### config.mk
export PLATFORM = sky130hd
export DESIGN_NAME = uart_rx_fifo
export DESIGN_NICKNAME = d
export VERILOG_FILES = /design/src/rtl/uart_rx_fifo.sv
export SDC_FILE = /design/constraint.sdc
export NUM_CORES = 1
export LEC_CHECK = 0
export CORE_MARGIN = 3
export CORE_UTILIZATION = 52
export CTS_CLUSTER_SIZE = 25
export DETAILED_ROUTE_END_ITERATION = 8
export GPL_TIMING_DRIVEN = 0
export HOLD_SLACK_MARGIN = 0.12
export PLACE_DENSITY = 0.77
export RECOVER_POWER = 25
export SLEW_MARGIN = 20
export SYNTH_ARGS = -nofsm -noshare
export SYNTH_HDL_FRONTEND = slang
export SYNTH_SLANG_ARGS = --single-unit
### constraint.sdc
create_clock -name clk -period 2.18 [get_ports clk]
set_input_delay 0.436 -clock clk [delete_from_list [all_inputs] [get_ports clk]]
set_output_delay 0.436 -clock clk [all_outputs]
set_load 0.01 [all_outputs]
### src/rtl/uart_rx_fifo.sv
// UART receiver (16x oversampled) feeding a first-word-fall-through receive FIFO.
// Optional parity checking is compiled in when UART_PARITY_EN is defined.
module uart_rx_fifo #(
  parameter int DATA_BITS  = 8,
  parameter int DEPTH      = 4,
  parameter int PARITY_ODD = 0
) (
  input  logic                       clk,
  input  logic                       rst_n,
  input  logic                       en_16x,
  input  logic                       rxd,
  input  logic                       rd_rx,
  input  logic                       clr_err,
  output logic [DATA_BITS-1:0]       rx_data,
  output logic                       rda,
  output logic [$clog2(DEPTH+1)-1:0] fifo_count,
  output logic                       frame_err,
  output logic                       overrun,
  output logic                       parity_err
);

  localparam int AW = $clog2(DEPTH);
  localparam int CW = $clog2(DEPTH+1);

`ifdef UART_PARITY_EN
  typedef enum logic [2:0] {S_IDLE, S_START, S_DATA, S_PARITY, S_STOP} state_t;
`else
  typedef enum logic [2:0] {S_IDLE, S_START, S_DATA, S_STOP} state_t;
`endif

  state_t               state_reg, state_next;
  logic [3:0]           tick_reg, tick_next;
  logic [3:0]           bit_cnt_reg, bit_cnt_next;
  logic [DATA_BITS-1:0] shift_reg, shift_next;
  logic                 rxd_meta_reg, rxd_s_reg;
  logic                 frame_done;

  logic [DATA_BITS-1:0] mem [DEPTH];
  logic [AW-1:0]        wr_ptr_reg, rd_ptr_reg;
  logic [CW-1:0]        count_reg, count_next;
  logic                 frame_err_reg, overrun_reg;
  logic                 stop_bad, par_bad, push_ok, push, pop, full;

`ifdef UART_PARITY_EN
  logic par_bit_reg, par_bit_next;
  logic parity_err_reg;
`endif

  // Receive FSM: all sampling happens on en_16x ticks only.
  always_comb begin
    state_next   = state_reg;
    tick_next    = tick_reg;
    bit_cnt_next = bit_cnt_reg;
    shift_next   = shift_reg;
    frame_done   = 1'b0;
`ifdef UART_PARITY_EN
    par_bit_next = par_bit_reg;
`endif
    if (en_16x) begin
      case (state_reg)
        S_IDLE: begin
          if (!rxd_s_reg) begin
            state_next = S_START;
            tick_next  = 4'd0;
          end
        end
        S_START: begin
          if (tick_reg == 4'd7) begin
            tick_next    = 4'd0;
            bit_cnt_next = 4'd0;
            state_next   = rxd_s_reg ? S_IDLE : S_DATA;
          end else begin
            tick_next = tick_reg + 4'd1;
          end
        end
        S_DATA: begin
          tick_next = tick_reg + 4'd1;
          if (tick_reg == 4'd15) begin
            shift_next = {rxd_s_reg, shift_reg[DATA_BITS-1:1]};
            if (bit_cnt_reg == 4'(DATA_BITS-1)) begin
`ifdef UART_PARITY_EN
              state_next = S_PARITY;
`else
              state_next = S_STOP;
`endif
            end else begin
              bit_cnt_next = bit_cnt_reg + 4'd1;
            end
          end
        end
`ifdef UART_PARITY_EN
        S_PARITY: begin
          tick_next = tick_reg + 4'd1;
          if (tick_reg == 4'd15) begin
            par_bit_next = rxd_s_reg;
            state_next   = S_STOP;
          end
        end
`endif
        S_STOP: begin
          tick_next = tick_reg + 4'd1;
          if (tick_reg == 4'd15) begin
            frame_done = 1'b1;
            state_next = S_IDLE;
          end
        end
        default: state_next = S_IDLE;
      endcase
    end
  end

  // Frame verdict is taken on the stop-bit sample; framing error has priority.
  always_comb begin
    stop_bad = frame_done && !rxd_s_reg;
`ifdef UART_PARITY_EN
    par_bad  = frame_done && rxd_s_reg &&
               (par_bit_reg != ((^shift_reg) ^ 1'(PARITY_ODD)));
`else
    par_bad  = 1'b0;
`endif
    push_ok  = frame_done && rxd_s_reg && !par_bad;
    full     = (count_reg == CW'(DEPTH));
    pop      = rd_rx && (count_reg != '0);
    push     = push_ok && (!full || pop);
    count_next = count_reg;
    case ({push, pop})
      2'b10:   count_next = count_reg + CW'(1);
      2'b01:   count_next = count_reg - CW'(1);
      default: count_next = count_reg;
    endcase
  end

  always_ff @(posedge clk) begin
    if (!rst_n) begin
      rxd_meta_reg   <= 1'b1;
      rxd_s_reg      <= 1'b1;
      state_reg      <= S_IDLE;
      tick_reg       <= 4'd0;
      bit_cnt_reg    <= 4'd0;
      shift_reg      <= '0;
      wr_ptr_reg     <= '0;
      rd_ptr_reg     <= '0;
      count_reg      <= '0;
      frame_err_reg  <= 1'b0;
      overrun_reg    <= 1'b0;
`ifdef UART_PARITY_EN
      par_bit_reg    <= 1'b0;
      parity_err_reg <= 1'b0;
`endif
    end else begin
      rxd_meta_reg   <= rxd;
      rxd_s_reg      <= rxd_meta_reg;
      state_reg      <= state_next;
      tick_reg       <= tick_next;
      bit_cnt_reg    <= bit_cnt_next;
      shift_reg      <= shift_next;
      count_reg      <= count_next;
      if (push) wr_ptr_reg <= wr_ptr_reg + AW'(1);
      if (pop)  rd_ptr_reg <= rd_ptr_reg + AW'(1);
      // A new error in the same cycle as clr_err leaves the flag set.
      frame_err_reg  <= (frame_err_reg && !clr_err) || stop_bad;
      overrun_reg    <= (overrun_reg && !clr_err) || (push_ok && full && !pop);
`ifdef UART_PARITY_EN
      par_bit_reg    <= par_bit_next;
      parity_err_reg <= (parity_err_reg && !clr_err) || par_bad;
`endif
    end
  end

  always_ff @(posedge clk) begin
    if (push) mem[wr_ptr_reg] <= shift_reg;
  end

  assign rda        = (count_reg != '0);
  assign rx_data    = rda ? mem[rd_ptr_reg] : '0;
  assign fifo_count = count_reg;
  assign frame_err  = frame_err_reg;
  assign overrun    = overrun_reg;
`ifdef UART_PARITY_EN
  assign parity_err = parity_err_reg;
`else
  assign parity_err = 1'b0;
`endif

endmodule

==> flow_results.org, run 1 <==
** Outcome
- The flow ran to the end, and the final reports show no timing, DRC or antenna violations.

** Pwr
- Combinational cells account for 4.7% of the total power.
- Fraction of power spent switching nets :: 20.8%
- For this design the ratio of total power to cell area is 735 nW/um^2.
- Highest ir drop seen on vdd :: 0.448 mV
- Internal power of the cells :: 1970 uW
- Per report_power, the sequential group accounts for 50.4% of the total.
- Clk network pwr share :: 44.8%
- Net Sw Power :: 516 uW
- Leakage component of the power :: 0.00133 uW

** Routing
- The first detailed-routing pass took 4 iterations.
- Top routing layer in use :: met4
- 1st-iter DRT viols :: 135
- After detailed routing, the met2 layer carries 2650 um of wire.
- The routed layout has 1,798 vias.
- Final ANT Viol Nets :: 0
- Total wire length after detailed routing :: 5240 um
- In the final routing, the length of wire on met1 measures 2340 um.
- After detailed routing, the number of remaining DRC violations is 0.
- Summed over all nets, wire length on met3 after detailed routing comes to 162 um.
- Dividing the detail-routed via count by the number of cells gives 5.40.
- Post-DR wirelength/cell :: 15.7 um

** Synth
- During synthesis, Yosys emitted a total of 0 warnings.
- Cell accounting for the most synthesized area :: edfxtp_1
- After technology mapping, the gate count stands at 219.
- Unique cell type count in the Yosys netlist :: 53
- Number of synthesized flops with an enable pin :: 32
- Of all flip-flops after synthesis, the portion carrying an async set or reset was 0%.
- Synthesized area per cell :: 12.7 um^2
- Prevailing post-synth register cell :: edfxtp_1
- After synthesis, the cell types taking the most area are edfxtp_1 34%, dfxtp_1 22%, mux4_2 6.5%.
- Number of synthesized register bits :: 63
- Part of the Yosys area used for sequential elements :: 56.7%
- Summed over its instances, the top area cell type makes up 34.5% of the synthesized netlist area.
- Synthesized net count :: 232
- Summing every instance area after synthesis gives 2790 um^2.

** Finish
- The finished cells cover 3380 um^2.
- The register with the most flip-flops in the layout has 32 of them.
- In the final design database the tool counted 271 nets.
- ANT cells :: 0
- The filler cells instantiated in the layout total 413.
- Final Core Density :: 65.8%
- Share of layout cells above drive strength 1 :: 28.1%
- Area growth from synthesis to layout :: 21.3%

** Setup path
- Critical Path Fanout Max :: 10
- In this run the critical register-to-register path is launched from tick_reg[0]$_SDFFE_PN0P_.
- The critical path contains buffers and inverters numbering 2 combined.
- Depth of the worst register-to-register path :: 8
- In this design, the stage delay of the slowest critical-path cell is 0.41 ns.
- Kind of end point of the critical path :: output pin
- Sort of element at the start of the critical path :: flop
- STA puts the critical path data required time at 1.74 ns.
- The critical path goes through or3_4 > clkbuf_8 > and2_1 > dlygate4sd2_1.
- The slowest stage of the critical path belongs to the cell or3_4.
- For flop-to-flop paths, the worst setup slack is 0.07 ns.
- Worst setup path category :: reg2out
- Cell family with most CP delay :: simple AND/OR/NAND/NOR gates
- RR Endpoint :: fifo_count[2]$_SDFFE_PN0P_
- STA puts the critical path data arrival time at 1.69 ns.

** STA
- At the pin with the least slew margin, the transition time is 0.689 ns.
- The final-report hold violation count came to 0.
- Max-slew violations :: 0
- Setup violations remaining at the end of the flow were counted as 0.
- Headroom to the max-slew limit came out at 53.4%.
- Period minus WS final :: 2.12 ns
- The clock arrives with 0.00750 ns of skew.
- Maximum clock frequency :: 471 MHz
- Final TNS setup :: 0 ns
- After layout, the worst path uses 97.4% of the clock period.
- Worst setup slack after layout :: 0.0570 ns
- Setup repair after global routing could not meet its margin everywhere.
- Hold timing on the final database bottoms out at a slack of 0.417 ns.

** Flow run
- Max-cap violations in this run came to 0.

** Floorplanning
- Number of placement rows :: 26
- Core area :: 5140 um^2
- Starting density of the core :: 54.3%
- 21 I/O pins were placed.
- Chip height :: 79.2 um
- The floorplan step defined a die boundary enclosing 6280 um^2.
- Die width :: 79.2 um

** Min path
- Worst Hold End :: rxd_s_reg$_SDFF_PN1_
- Hold Crit Class :: reg2reg
- Startpoint of the worst hold path :: rxd_meta_reg$_SDFF_PN1_
- Worst hold path depth :: 1

** CTS
- After clock tree synthesis, the flow added hold-fix buffers numbering 0.
- Clock-pin slew was measured on the worst setup and hold paths at 0.07 ns.
- Clk sinks :: 63
- Clock latency of the later-clocked register in the worst-skew pair :: 0.34 ns
- CTS Root Buffer Type :: clkbuf_8
- Number of buffers inserted during clock tree synthesis :: 9
- CTS tree :: built
- Buffers from clock root to sink, at most :: 2
- CTS built an H-tree with a depth of 3.

** GRT
- The first global-routing pass estimated 8530 um of wire.
- Summed over all layers, the global routing overflow is 0.
- The initial antenna violation count is 0.
- Vias in the first global route :: 1,744
- Total global-route track usage :: 18.1%
- Entering global routing, the biggest net connects 12 pins.

** Place
- During placement, the flow inserted port buffers numbering 18.
- Summing all placed instances gives a cell area of 3070 um^2.
- The congestion estimate from routability-driven global placement came to 0.799.
- Prior to clock tree synthesis, the placed netlist has a worst setup slack of -0.522 ns.
- Final HPWL DP :: 3120 um
[layout make-up]
type / instances / area, um^2 / area share, %
Inverter: 5 / 18.8 / 0.555
Clock inverter: 6 / 83.8 / 2.48
Tap cell: 70 / 87.6 / 2.59
Sequential cell: 63 / 1600 / 47.2
Buffer: 11 / 78.8 / 2.33
Clock buffer: 10 / 138 / 4.07
Multi-Input combinational cell: 137 / 1130 / 33.4
Timing Repair Buffer: 31 / 249 / 7.36
[stage by stage]
step	total power (uW)	cells
finish	2480	333
global route	2560	333
CTS	2500	328
detailed placement	1390	307
global placement	1380	307
floorplan	1350	219
[worst max path at each step]
stage	startpoint	end	slack (ns)	cells past startpoint
2_1_floorplan	tick_reg[0]$_SDFFE_PN0P_	fifo_count[2]$_SDFFE_PN0P_	0.08	9
3_3_place_gp	en_16x	fifo_count[2]$_SDFFE_PN0P_	-0.51	9
3_5_place_dp	en_16x	fifo_count[2]$_SDFFE_PN0P_	-0.52	9
4_1_cts	flop	rx_data[7]	-0.004	6
5_1_grt	tick_reg[0]$_SDFFE_PN0P_	fifo_count[2]$_SDFFE_PN0P_	-0.03	10
6_report	fifo_count[0]$_SDFFE_PN0P_	rx_data[3]	0.06	4
[per-layer routing]
layer,track usage (%),vias to the layer above
met3,4.42,8
met4,7.73,0
met2,29.2,33
met5,0,-
met1,23.3,884
li1,-,873
[timing repair]
| item | CTS | global route |
|---|---|---|
| endpoints found under the hold margin | 0 | 0 |
| pin swaps | 2 | 5 |
| resized for setup | 47 | 3 |
| setup endpoints to repair | 10 | 4 |
| buffers inserted | 6 | 8 |
[cell usage after synthesis (4+ instances only)]
master,n
a21oi_1,5
and2_1,14
clkbuf_1,6
dfxtp_1,31
edfxtp_1,32
ha_1,6
inv_1,5
mux2i_1,14
mux4_2,8
nand2_1,10
nand2b_1,7
nand3_1,4
nor2_1,22
[power by group through the flow]
| stage | clock [uW] | combinational (uW) | sequential [uW] |
|---|---|---|---|
| floorplan | 0 | 68.4 | 1280 |
| global placement | 0 | 105 | 1280 |
| detailed placement | 0 | 107 | 1280 |
| CTS | 1130 | 124 | 1250 |
| global route | 1180 | 132 | 1250 |
| finish | 1110 | 118 | 1250 |
[cells in the final DEF, fill, tap and decap left out, drive strengths merged, types with 2 or more instances in the layout]
master	synthesis	routed
edfxtp	32	32
dfxtp	31	31
buf	8	25
nor2	22	22
clkbuf	6	16
and2	15	15
mux2i	14	14
nand2	11	11
mux4	8	8
clkdlybuf4s50	0	8
nand2b	7	7
ha	6	6
inv	5	5
a21oi	5	5
nand3	4	4
clkinv	0	4
o21ai	4	4
nand4	3	3
nor3	3	3
dlygate4sd2	0	3
xor2	2	2
o31ai	2	2
a31oi	2	2
a41oi	2	2
a211oi	2	2
bufinv	0	2
nor4b	2	2
and3	2	2
o221a	2	2
[worst register-to-register path, cell delays in order, from the launching register on]
cell and delay, ns:
dfxtp_4 0.36, ha_4 0.14, and4_4 0.21, and3_4 0.24, nor2_1 0.08, fa_2 0.37, or4_1 0.42, a21o_1 0.17
nand3_1 0.07
[cells by family (layout without fill, tap and decap cells)]
| family | after synthesis | after routing | share of synthesized area (%) |
|---|---|---|---|
| buffers and inverters | 19 | 63 | 3.77 |
| adder cells (fa/ha/maj) | 7 | 7 | 3.41 |
| AO/OA/AOI/OAI | 26 | 26 | 6.86 |
| AND/OR/NAND/NOR | 77 | 77 | 16.2 |
| XOR/XNOR | 3 | 3 | 0.942 |
| flip-flops | 63 | 63 | 56.7 |
| other | 1 | 1 | 0.134 |
| multiplexers | 23 | 23 | 12.0 |
Note: power is estimated with default switching activity, not from simulation.
==> run 2, diff against run 1 <==
--- a/config.mk
+++ b/config.mk
@@ -5,8 +5,10 @@
 export SDC_FILE = /design/constraint.sdc
 export NUM_CORES = 1
 export LEC_CHECK = 0
+export CORE_ASPECT_RATIO = 0.75
 export CORE_MARGIN = 3
 export CORE_UTILIZATION = 52
+export CTS_CLUSTER_DIAMETER = 30
 export CTS_CLUSTER_SIZE = 25
 export DETAILED_ROUTE_END_ITERATION = 8
 export GPL_TIMING_DRIVEN = 0
==> run 2 against run 1 <==
Effect of this change:
- the flow now finishes with violations (negative setup slack)
- global-route usage is 0.19 points lower
- die area up 0.15%
- first-iteration DRC count down 24%
- combinational power up 12%
- clock power is 12% higher
- fmax fell by 3.2%
- sequential cell count unchanged
==> flow_results.org, run 2 (synthesis gave the netlist of run 1 again) <==
** STA
- The final-report hold violation count is 0 (unchanged).
- Measured slew at the worst slew-check pin :: 0.822 ns (+0.133 ns)
- Setup repair after global routing could not meet its margin everywhere.
- The worst-case clock skew was 0.00823 ns (+0.000737 ns).
- The number of slew-limit violations in the final report is 0 (unchanged).
- The final setup violation count is 1 (+1).
- The setup slack of the critical path after layout is -0.0130 ns (-0.0700 ns).
- The minimum period implied by the final worst setup slack was 2.19 ns (+0.0700 ns).
- The post-route clock period utilization is 101% (+3.2 points).
- Maximum clock frequency :: 456 MHz (-3.2%)
- Max-slew headroom at the worst pin :: 44.4% (-9.0 points)

** CTS
- The sink count of the clock tree was 63 (unchanged).
- Clock latency of the later-clocked register in the worst-skew pair :: 0.34 ns (about the same)
- The number of CTS-inserted buffers came to 9 (unchanged).
- TritonCTS built the clock tree.
- Post-cts hold buffer count :: 0 (unchanged)
- H-tree depth :: 3 (unchanged)
- The largest buffer count on any clock path came to 2 (unchanged).
- CTS Root Buffer Type :: clkbuf_8
- The clock edge transition at the registers on the reported setup and hold paths is 0.07 ns (about the same).

** Finish
- Commonest non-fill, non-tap cells in the layout :: 32 x edfxtp_1, 25 x dfxtp_1, 21 x nor2_1, 14 x buf_4, 14 x mux2i_1
- Most common cell after layout, fill and taps aside :: edfxtp_1
- The area of all placed cells without fillers came to 3440 um^2 (+1.6%).
- The number of inserted filler cells in the final layout was 366 (-11%).
- Flip-flop count of the largest register, all copies and words added :: 32 (unchanged)
- The final layout net count came to 273 (+0.74%).
- ANT cells :: 0 (unchanged)
- The area growth from synthesis to layout is 23.2%.
- Share of layout cells above drive strength 1 :: 29.8% (+1.7 points)

** Floorplanning
- Die width :: 90.6 um (+14%)
- Number of placement rows :: 22 (-15%)
- The effective utilization at floorplan is 55.4% (+1.1 points).
- The overall die area was 6290 um^2 (+0.15%).
- The die height is 69.4 um (-12%).
- The core box area is 5040 um^2 (-2.0%).
- Number of primary I/O pins :: 21 (unchanged)

** Outcome
- The flow ran to the end, but the final reports show violations.
- Failing checks :: negative setup slack

** Place
- Cell area reported after detailed placement :: 3080 um^2 (about the same)
- Final HPWL DP :: 3430 um (+10%)
- The pre-CTS setup slack was -0.541 ns (-0.0188 ns).
- Routability Congestion :: 0.842 (+5.4%)
- The number of port buffers is 18 (unchanged).

** Routing
- 1st-iter DRT viols :: 103 (-24%)
- Number of detailed-routing iterations run before antenna repair :: 4 (unchanged)
- The total detailed-routing wirelength is 5410 um (+3.4%).
- The mean routed wirelength per cell came to 16.1 um (+2.2%).
- The final routed DRC violation total is 0 (unchanged).
- The number of nets still failing antenna checks after routing is 0 (unchanged).
- The number of vias in the routed layout is 1,799 (+0.056%).
- Ratio of routed vias to standard cells :: 5.34 (-1.1%)

** Setup path
- Launching point of the worst reg2reg path :: tick_reg[1]$_SDFFE_PN0P_
- Sort of element at the start of the critical path :: flop
- Critical Path Fanout Max :: 5 (-5)
- Traced cell by cell, the critical path runs through ha_4 > and4_4 > and3_4 > nor2_4 > fa_2 > or4_1 > a21o_1 > nand3_1.
- Slowest library cell on the worst path :: or4_1
- The endpoint required time on the critical path came to 2.47 ns (+0.73 ns).
- Worst setup path category :: reg2reg
- The worst setup path is captured at a flop.
- The critical path's largest stage delay is 0.52 ns (+0.11 ns).
- Critical Path AT :: 2.48 ns (+0.79 ns)
- CP Launch Point :: tick_reg[1]$_SDFFE_PN0P_

** GRT
- Met2 layer usage reported by global route :: 26.5% (-2.8 points)
- The maximum number of pins on one net before global-route repair came to 13 (+1).
- The overall fraction of global-route tracks in use came to 17.9% (-0.19 points).
- The global routing met3 resource utilization is 7.38% (+3.0 points).
- GR peak layer :: met2
- The global-route wire length before repair was 8640 um (+1.3%).
- The number of global-route vias before repair came to 1,661 (-4.8%).
- Met1 Resource Use GR :: 24.6% (+1.3 points)
- Total global routing overflow :: 0 (unchanged)
- The initial antenna violation count came to 0 (unchanged).

** Min path
- The worst hold path belongs to the class reg2reg.
- The startpoint identified for the worst hold timing path is rxd_meta_reg$_SDFF_PN1_.

** Pwr
- The overall power is 2620 uW (+5.6%).
- The largest voltage drop on the vdd net was 0.330 mV (-26%).
- Leakage component of the power :: 0.00134 uW (+0.95%)
- The total power density per cell area is 763 nW/um^2 (+3.9%).

** Flow run
- MaxCap Viol Count :: 0 (unchanged)
[run 2: stage by stage]
| step | hold WS [ns] | utilization [%] | setup TNS (ns) | std cells |
|---|---|---|---|---|
| after floorplan | 0.386 | - | 0 | 219 |
| after global placement | 0.390 | 61.1 | -9.41 | 309 |
| after detailed placement | 0.397 | 61.1 | -10.10 | 309 |
| after CTS | 0.420 | 66.6 | 0 | 328 |
| after global routing | 0.447 | 68.2 | -0.0879 | 337 |
| final | 0.426 | 68.2 | -0.0130 | 337 |
[run 2: final timing paths]
path / slack [ns] / cells after the start / endpoint
worst max-delay path: -0.01 / 8 / fifo_count[2]$_SDFFE_PN0P_
worst min-delay path: 0.43 / 1 / rxd_s_reg$_SDFF_PN1_
worst max register to register: -0.01 / 8 / fifo_count[2]$_SDFFE_PN0P_
worst min register to register: 0.43 / 1 / rxd_s_reg$_SDFF_PN1_
[run 2: layer usage]
layer	up-vias	wire, um
met2	42	2560
met1	865	2560
met3	4	245
met4	0	48
li1	888	-
met5	-	0
[run 2: worst max-delay path, delay by kind of cell, from the launching register on]
family	cells	cell delay [ns]
AND/OR/NAND/NOR	5	1.07
adder cells (fa/ha/maj)	2	0.51
flip-flops	1	0.37
AO/OA/AOI/OAI	1	0.20
[run 2: power breakdown]
part / switching (uW) / internal, uW
registers: 11.4 / 1240
clock network: 478 / 763
logic: 67.0 / 65.1
[run 2: area by class of cell]
class | instances | area (um^2) | area share (%)
clock inverters | 7 | 120 | 3.49
repair buffers | 32 | 265 | 7.72
clock buffers | 9 | 124 | 3.60
plain buffers | 12 | 87.6 | 2.55
inverters | 5 | 18.8 | 0.546
multi-input cells | 137 | 1140 | 33.1
flip-flops and latches | 63 | 1590 | 46.4
well taps | 72 | 90.1 | 2.62
[run 2: timing repair]
action / 4_1_cts / 5_1_grt
pin swaps: 1 / 8
setup buffers: 4 / 10
setup endpoints to repair: 10 / 5
resized for setup: 45 / 7
==> RTL edit, RTL diff (settings of run 2) <==
Build with the macro `UART_PARITY_EN` defined.
--- a/src/rtl/uart_rx_fifo.sv
+++ b/src/rtl/uart_rx_fifo.sv
@@ -1,5 +1,7 @@
 // UART receiver (16x oversampled) feeding a first-word-fall-through receive FIFO.
 // Optional parity checking is compiled in when UART_PARITY_EN is defined.
+`define UART_PARITY_EN
+
 module uart_rx_fifo #(
   parameter int DATA_BITS  = 8,
   parameter int DEPTH      = 4,
Behaviour: same outputs for any inputs over 10 cycles, from zero or initial values and one cycle with rst_n low; that may be too few to reach the edited logic, so the function may still have changed.
==> RTL edit against run 2 <==
- the run still ends with negative setup slack left
- maximum frequency decreased by 12%
- sequential cell count rose by 3
- final area grew 2.7%
- routed wire length down 2.9%
- worst setup slack got worse by 0.31 ns
- worst hold slack improved by 0.0074 ns
- synthesized area grew 3.5%
Power is not compared: it rests on default switching activity, and its combinational part moved more than twofold at a synthesized area within 25%.
==> RTL edit: results (changes against run 2) <==
{
  "synth_top_cells_by_area": "edfxtp_1, dfxtp_1, mux4_2",
  "status": "finished with violations",
  "post_synth_num_cell_types": {"value": 43, "change": "-19%"},
  "post_synth_mux_area_share": {"value": 7.63, "unit": "%", "change": "-4.4 points"},
  "grt.total_usage": {"value": 18.2, "unit": "%", "change": "+0.31 points"},
  "post_synth_most_frequent_cells": "dfxtp_1, edfxtp_1, nand2_1",
  "wirelength": {"value": 5250, "unit": "um", "change": "-2.9%"},
  "synth-adder-area-share": {"value": 3.73, "unit": "%", "change": "+0.32 points"},
  "crit_path_top_delay_cell": "xnor3_2",
  "fin_tns_setup": {"value": -0.500, "unit": "ns", "change": "-0.487 ns"},
  "port_buffers": {"value": 19, "change": "+1"},
  "worst-path-max-fanout": {"value": 2, "change": "-3"},
  "layout-drive-gt1-share": {"value": 25.0, "unit": "%", "change": "-4.8 points"},
  "ctsHtreeMaxLevel": {"value": 3, "change": "unchanged"},
  "synth-compound-area-share": {"value": 8.84, "unit": "%", "change": "+2.0 points"},
  "number_of_filler_instances_in_the_final_layout": {"value": 401, "change": "+9.6%"},
  "setup_viol": {"value": 3, "change": "+2"},
  "final_net_count": {"value": 293, "change": "+7.3%"},
  "weighted_congestion_at_the_end_of_routability_driven_global_placement": {"value": 0.798, "change": "-5.2%"},
  "failing_checks": "negative setup slack",
  "grt_first_pass_wirelength": {"value": 9070, "unit": "um", "change": "+5.0%"},
  "dp_hpwl": {"value": 3520, "unit": "um", "change": "+2.4%"},
  "postLayoutSetupSlackWorst": {"value": -0.325, "unit": "ns", "change": "-0.312 ns"},
  "synthXorXnorAreaFrac": {"value": 5.07, "unit": "%", "change": "+4.1 points"},
  "worst_pin_slew": {"value": 0.542, "unit": "ns", "change": "-0.281 ns"},
  "first_iter_violations": {"value": 117, "change": "+14%"},
  "synth_sequential_area_ratio": {"value": 56.9, "unit": "%", "change": "+0.16 points"},
  "critPathTopFamily": "XOR/XNOR gates",
  "clock_skew": {"value": 0.00621, "unit": "ns", "change": "-0.00203 ns"},
  "num_vias": {"value": 1932, "change": "+7.4%"},
  "slowest_delay": {"value": 0.49, "unit": "ns", "change": "-0.03 ns"},
  "min-delay-path-class": "register to register",
  "synth.net_count": {"value": 258, "change": "+11%"},
  "ys.flop_type": "dfxtp_1",
  "clk_transition_reported_paths": {"value": 0.07, "unit": "ns", "change": "about the same"}
}
## RTL edit: changes by cell type in the layout (fill, tap and decap cells not counted), sizes merged, moves of 4 or more
cell / delta
mux2i: -10
a21oi: +14
nand2: +11
buf: -11
nor2: -6
o21ai: +13
xnor2: +5
nand2b: -4
## RTL edit: power groups by stage
| stage | Clock [W] | Sequential [W] | Combinational [W] |
|---|---|---|---|
| CTS | 0.00113 | 0.00129 | 0.0000467 |
| detailed placement | 0 | 0.00132 | 0.0000463 |
| global route | 0.00118 | 0.00129 | 0.0000526 |
| floorplan | 0 | 0.00132 | 0.0000298 |
| finish | 0.00110 | 0.00129 | 0.0000472 |
| global placement | 0 | 0.00132 | 0.0000457 |
## RTL edit: layer usage
metal / routed length, um / vias up / track usage (%)
li1: - / 946 / -
met1: 2520 / 921 / 24.9
met2: 2320 / 51 / 27.0
met3: 304 / 14 / 5.27
met4: 110 / 0 / 8.40
met5: 0 / - / 0
## RTL edit: what timing repair did
| item | in CTS | in global routing |
|---|---|---|
| resized for setup | 47 | 14 |
| pin swaps | 5 | 6 |
| setup buffers | 7 | 0 |
| endpoints found under the setup margin | 44 | 41 |
## RTL edit: layout make-up
type	instances	share of cell area, %
Buffer	9	1.49
Clock buffer	9	3.51
Clock inverter	7	2.66
Inverter	8	0.851
Tap cell	72	2.55
Timing Repair Buffer	26	6.74
Multi-Input combinational cell	159	35.3
Sequential cell	66	46.9
## RTL edit: per-stage QoR
| stage | hold WS (ns) | area (um2) | cells | power (W) | worst slack, ns |
|---|---|---|---|---|---|
| after floorplan | 0.386 | 2900 | 244 | 0.00135 | -0.256 |
| after global placement | 0.390 | 3180 | 335 | 0.00137 | -0.699 |
| after detailed placement | 0.415 | 3180 | 335 | 0.00137 | -0.762 |
| after CTS | 0.429 | 3490 | 356 | 0.00247 | -0.335 |
| after global routing | 0.450 | 3530 | 356 | 0.00253 | -0.448 |
| final | 0.433 | 3530 | 356 | 0.00244 | -0.325 |
## RTL edit: final timing paths
path,start,end,slack (ns),depth (start not counted)
max,shift_reg[4],fifo_count[2],-0.33,11
min,rxd_meta_reg,rxd_s_reg,0.43,1
max reg2reg,shift_reg[4],fifo_count[2],-0.33,11
min reg2reg,rxd_meta_reg,rxd_s_reg,0.43,1
## RTL edit: cell families after synthesis
group,after synthesis
xor gates and xnor gates,12
muxes,12
AOI/OAI and AO/OA,45
DFF,66
buffers and inverters,19
and+or+nand+nor,82
adders and majority gates,8
